<file path="src/rtl/prio_arb_rr.sv">
// N-input arbiter with run-time fixed/round-robin mode and a valid/ready held grant.
// Optional accepted-grant counter enabled by defining ARB_STATS_EN.
module prio_arb_rr #(
  parameter int N     = 8,
  parameter int IDX_W = $clog2(N),
  parameter int CNT_W = 16
) (
  input  logic             clk,
  input  logic             rst_n,
  input  logic [N-1:0]     req,
  input  logic             mode,
  input  logic             ready,
  output logic [IDX_W-1:0] Y,
  output logic [N-1:0]     gnt,
  output logic             valid
`ifdef ARB_STATS_EN
  ,
  output logic [CNT_W-1:0] grant_cnt
`endif
);

  typedef enum logic {
    IDLE  = 1'b0,
    GRANT = 1'b1
  } state_t;

  state_t           state_q, state_d;
  logic [IDX_W-1:0] y_d;
  logic [N-1:0]     gnt_d;
  logic [IDX_W-1:0] rr_ptr_q, rr_ptr_d;
  logic [IDX_W-1:0] search_base;
  logic [IDX_W-1:0] winner;
  logic             win_found;
  logic             accept;
  logic             arb_point;

  function automatic logic [IDX_W-1:0] next_idx(input logic [IDX_W-1:0] idx);
    if (idx == IDX_W'(N - 1)) return '0;
    return idx + 1'b1;
  endfunction

  assign valid     = (state_q == GRANT);
  assign accept    = valid && ready;
  assign arb_point = !valid || ready;

  // The pointer moves in the same edge as the new arbitration, so the
  // search must already start from the post-acceptance pointer.
  assign rr_ptr_d    = accept ? next_idx(Y) : rr_ptr_q;
  assign search_base = mode ? rr_ptr_d : '0;

  always_comb begin
    // NOTE: every output of a combinational block gets a default first;
    // any path that leaves one unassigned would infer a latch.
    winner    = '0;
    win_found = 1'b0;
    for (int k = 0; k < N; k++) begin
      int j;
      j = int'(search_base) + k;
      if (j >= N) j = j - N;
      if (!win_found && req[j]) begin
        winner    = IDX_W'(j);
        win_found = 1'b1;
      end
    end
  end

  always_comb begin
    state_d = state_q;
    y_d     = Y;
    gnt_d   = gnt;
    if (arb_point) begin
      if (win_found) begin
        state_d = GRANT;
        y_d     = winner;
        gnt_d   = N'(1) << winner;
      end else begin
        state_d = IDLE;
        gnt_d   = '0;
      end
    end
  end

  // NOTE: sequential state uses non-blocking assignments so every register
  // samples the pre-edge values regardless of statement order.
  always_ff @(posedge clk or negedge rst_n) begin
    if (!rst_n) begin
      state_q  <= IDLE;
      Y        <= '0;
      gnt      <= '0;
      rr_ptr_q <= '0;
    end else begin
      state_q  <= state_d;
      Y        <= y_d;
      gnt      <= gnt_d;
      rr_ptr_q <= rr_ptr_d;
    end
  end

`ifdef ARB_STATS_EN
  always_ff @(posedge clk or negedge rst_n) begin
    if (!rst_n) begin
      grant_cnt <= '0;
    end else if (accept && (grant_cnt != {CNT_W{1'b1}})) begin
      grant_cnt <= grant_cnt + 1'b1;
    end
  end
`endif

endmodule
</file>
<file path="config.mk">
export PLATFORM = sky130hd
export DESIGN_NAME = prio_arb_rr
export DESIGN_NICKNAME = d
export VERILOG_FILES = /design/src/rtl/prio_arb_rr.sv
export SDC_FILE = /design/constraint.sdc
export NUM_CORES = 1
export LEC_CHECK = 0
export CORE_MARGIN = 1
export CORE_UTILIZATION = 36
export CTS_CLUSTER_DIAMETER = 100
export CTS_CLUSTER_SIZE = 14
export DETAILED_ROUTE_END_ITERATION = 10
export GPL_TIMING_DRIVEN = 0
export PLACE_DENSITY_LB_ADDON = 0.08
export SYNTH_ARGS = -nofsm -noshare
export SYNTH_HDL_FRONTEND = slang
export SYNTH_SLANG_ARGS = --single-unit
</file>
<file path="constraint.sdc">
create_clock -name clk -period 5.6 [get_ports clk]
set_input_delay 1.12 -clock clk [delete_from_list [all_inputs] [get_ports clk]]
set_output_delay 1.12 -clock clk [all_outputs]
set_load 0.02 [all_outputs]
</file>
==> results.rst <==
.. list-table::
   :header-rows: 1

   * - Metric
     - Value
   * - Count of synthesis-stage warnings from yosys
     - 0
   * - Hold buffer count at CTS
     - 0
   * - Number of enable-type register cells in the synthesized netlist
     - 0
   * - Kind of start point of the critical path
     - primary input
   * - Top flip-flop cell by instance count after synthesis
     - dfrtp_1
   * - Placer congestion estimate
     - 0.8646
   * - Leakage component of the power
     - 0.8047 nW
   * - Residual antenna-violating net count after detailed routing
     - 0
   * - Fraction of final layout cells sized beyond drive strength 1
     - 0.1250
   * - Min-Delay Path Class
     - flip-flop to flip-flop
   * - Count of final setup violators
     - 0
   * - Routed vias
     - 1772
   * - Starting density of the core
     - 0.3856
   * - Total of buffers placed on input and output ports
     - 23
   * - Drc violations
     - 0
   * - Clock transition at the register clock pins on the worst setup and hold paths after CTS
     - 0.06 ns
   * - Detailed placement HPWL
     - 3883 um
   * - CTS tree
     - built
   * - Die outline width
     - 71.46 um
   * - Maximum number of pins on one net before global-route repair
     - 16
   * - Number of nets produced by synthesis
     - 221
   * - Max-Slew Margin vs Limit
     - 0.5266
   * - Htree depth
     - 1
   * - Maximum vdd ir drop
     - 0.2633 mV
   * - Total wire length after detailed routing
     - 4980 um
   * - End-of-flow core utilization
     - 0.4619
   * - Fraction of registers with async set or reset after synthesis
     - 1.000
   * - Max-slew violation count
     - 0
   * - Number of antenna violations at the first check in global routing
     - 0
   * - Floorplan Core Area
     - roughly 4500 sq um
   * - Number of failing hold endpoints at the final stage
     - 0
   * - Global routing usage summed across all routing layers
     - 0.2018
   * - Number of rows created at floorplan
     - 24
   * - Count of different cell masters after synthesis
     - 62
   * - Number of violations reported at the end of detailed-routing iteration 0
     - roughly 170
   * - Maximum buffer depth of the clock tree
     - 2
   * - Clock buffer count from CTS
     - 3
   * - Wire length of the first global-routing pass
     - 8252 um
   * - Worst-path cell with the longest stage delay
     - clkdlybuf4s50_1
   * - Largest fanout of any net on the critical path
     - 10
   * - Fraction of the cycle the final worst path needs
     - 0.9575
   * - Sequence of cells on the critical path
     - clkdlybuf4s50_1 > and4bb_1 > o21ai_2 > buf_2 > buf_2 > ha_1 > mux4_2 > a21boi_1 > mux4_2 > or2_0 > o32a_1 > or3b_4 > o31ai_1
   * - Unrepaired setup endpoints after global routing
     - no
   * - Areal power density over the cells
     - 540.6 nW/um^2
   * - Reported max-cap violation count
     - 0
   * - Data arrival time of the critical path
     - 5.51 ns
   * - I/O pin cnt
     - 24
   * - Cell at the root of the clock tree
     - clkbuf_8
   * - Vertical die dimension
     - slightly above 70 um
   * - Area growth from synthesis to final layout
     - 19.81%
   * - Syn_area_per_cell
     - roughly 8.5 sq um
   * - Number of vias per cell after detailed routing
     - 6.239
   * - Sum of negative setup slack
     - 0 ns
   * - Pre-antenna DRT Iters
     - 4
   * - Average wire per standard cell
     - 17.54 um
   * - Achievable frequency
     - 186.5 MHz
   * - Number of register bits inferred by synthesis
     - 15
   * - Non-Filler Cell Area, Final
     - 2081 sq um
   * - Worst skew pair latency
     - about 0.24 ns
   * - Clock tree sinks
     - 15
   * - Final clock skew
     - 0.0009607 ns
   * - Total die area
     - ~5000 sq um
   * - Worst Tran Pin Value
     - between 0.7 and 0.8 ns
   * - Number of nets in the final layout
     - 249
   * - Cell Area, Synth
     - 1737 sq um
   * - Vias in the first global route
     - between 1500 and 2000
   * - Critical Path Sink Type
     - flip-flop
   * - Fillcell total
     - 457
   * - Share of synthesized area occupied by flip-flops and latches
     - 0.2161
   * - Cell area reported after detailed placement
     - 2032 sq um
   * - Required time worst endpoint
     - 5.74 ns
   * - Post-Syn Instances
     - between 200 and 250
   * - Worst Setup Path Type
     - primary input to flip-flop
   * - Final global-route overflow total
     - 0
   * - Largest stage delay on the critical path
     - 0.51 ns
   * - Status
     - completed
   * - Ant diodes
     - 0
   * - Min Clock Period, post-route
     - 5.362 ns
-- critical path: cells and delay by family --
family | cells | cell delay (ns)
AND/OR/NAND/NOR | 3 | 0.96
AO/OA/AOI/OAI | 4 | 1.05
multiplexers | 2 | 0.97
adder cells (fa/ha/maj) | 1 | 0.37
buffers and inverters | 3 | 1.03
-- stage by stage --
step	std cells	hold slack, ns	total power [mW]	worst slack, ns
after floorplan	205	0.5925	0.7966	0.9950
after CTS	284	0.4832	1.120	0.08373
after global routing	284	0.5229	1.220	0.06419
final	284	0.4771	1.125	0.2381
after detailed placement	280	0.4697	1.027	-0.1599
after global placement	280	0.4651	1.031	-0.2200
-- final timing paths --
check | from | end | slack [ns] | depth (start not counted)
min in group asynchronous | rst_n | gnt[5]$_DFFE_PN0N_ | 1.28 | 1
max in group asynchronous | rst_n | valid$_DFFE_PN0N_ | 3.91 | 1
worst min-delay path | gnt[3]$_DFFE_PN0N_ | gnt[3]$_DFFE_PN0N_ | 0.48 | 2
worst max-delay path | ready | gnt[2]$_DFFE_PN0N_ | 0.24 | 13
worst max register to register | Y[0]$_DFFE_PN0P_ | gnt[2]$_DFFE_PN0N_ | 0.97 | 14
worst min register to register | gnt[3]$_DFFE_PN0N_ | gnt[3]$_DFFE_PN0N_ | 0.48 | 2
-- cell type report --
| type | count | area (sq um) | share of cell area |
|---|---|---|---|
| multi-input cells | 172 | 1290 | 0.6200 |
| flip-flops and latches | 15 | 375.4 | 0.1804 |
| repair buffers | 24 | 237.7 | 0.1143 |
| well taps | 52 | 65.06 | 0.03127 |
| clock buffers | 4 | 45.04 | 0.02165 |
| plain buffers | 9 | 37.54 | 0.01804 |
| inverters | 8 | 30.03 | 0.01443 |
-- Yosys cell counts (4+ instances only) --
| cell | n | share of area |
|---|---|---|
| a2111oi_0 | 4 | 0.020 |
| a211oi_1 | 4 | 0.017 |
| a21boi_0 | 7 | 0.030 |
| a21oi_1 | 10 | 0.029 |
| and2_1 | 4 | 0.014 |
| clkbuf_1 | 5 | 0.011 |
| dfrtp_1 | 15 | 0.22 |
| ha_1 | 4 | 0.029 |
| inv_1 | 6 | 0.013 |
| mux4_2 | 6 | 0.078 |
| nand2_1 | 26 | 0.056 |
| nor2_1 | 10 | 0.022 |
| nor3_1 | 4 | 0.012 |
| o211ai_1 | 7 | 0.030 |
| o21a_1 | 4 | 0.017 |
| o31ai_1 | 11 | 0.048 |
-- flip-flops by register name, summed over array words and instances, names as in the netlist --
| register | count |
|---|---|
| Y | 3 |
| valid | 1 |
| gnt | 8 |
| rr_ptr_q | 3 |
-- repair_timing --
action | CTS | global route
endpoints found under the hold margin | 0 | 0
setup endpoints to repair | 0 | 9
resized for setup | 0 | 0
setup buffers | 0 | 1
-- cells by family after synthesis --
group                    Yosys count  share of synthesized area
XOR/XNOR                           4                    0.02018
multiplexers                      11                     0.1081
flip-flops                        15                     0.2161
AO/OA/AOI/OAI                     87                     0.3847
adder cells (fa/ha/maj)            4                    0.02882
buffers and inverters             18                    0.04107
AND/OR/NAND/NOR                   66                     0.2010
-- where the power goes --
part	internal, mW	switching (mW)
clock network	0.0503	0.0350
registers	0.150	0.0248
logic	0.354	0.510
total	0.555	0.570
-- placed cells by master, fill, tap and decap left out, types with 3 or more instances in the layout --
| cell | synthesis | layout |
|---|---|---|
| nand2_1 | 26 | 26 |
| clkdlybuf4s50_1 | 0 | 23 |
| dfrtp_1 | 15 | 15 |
| o31ai_1 | 11 | 11 |
| nor2_1 | 10 | 10 |
| a21oi_1 | 10 | 10 |
| a21boi_0 | 7 | 7 |
| o211ai_1 | 7 | 7 |
| inv_1 | 6 | 6 |
| mux4_2 | 6 | 6 |
| clkbuf_1 | 5 | 5 |
| o21a_1 | 4 | 4 |
| and2_1 | 4 | 4 |
| nor3_1 | 4 | 4 |
| a211oi_1 | 4 | 4 |
| a2111oi_0 | 4 | 4 |
| ha_1 | 4 | 4 |
| a21boi_1 | 3 | 3 |
| buf_2 | 3 | 3 |
| and3_1 | 3 | 3 |
| o21ai_1 | 3 | 3 |
| or2_2 | 3 | 3 |
| xnor2_1 | 3 | 3 |
| mux2i_1 | 3 | 3 |
| o21ai_0 | 3 | 3 |
| a311oi_1 | 3 | 3 |
| nor4_1 | 3 | 3 |
| clkbuf_8 | 0 | 3 |
-- layer usage --
layer / share of wire / global-route usage / vias up
met2: 0.47 / 0.3365 / 46
met5: 0 / 0 / -
li1: - / - / 881
met3: 0.041 / 0.01266 / 5
met1: 0.48 / 0.2874 / 840
met4: 0.0076 / 0.05011 / 0
Note: power is estimated with default switching activity, not from simulation.
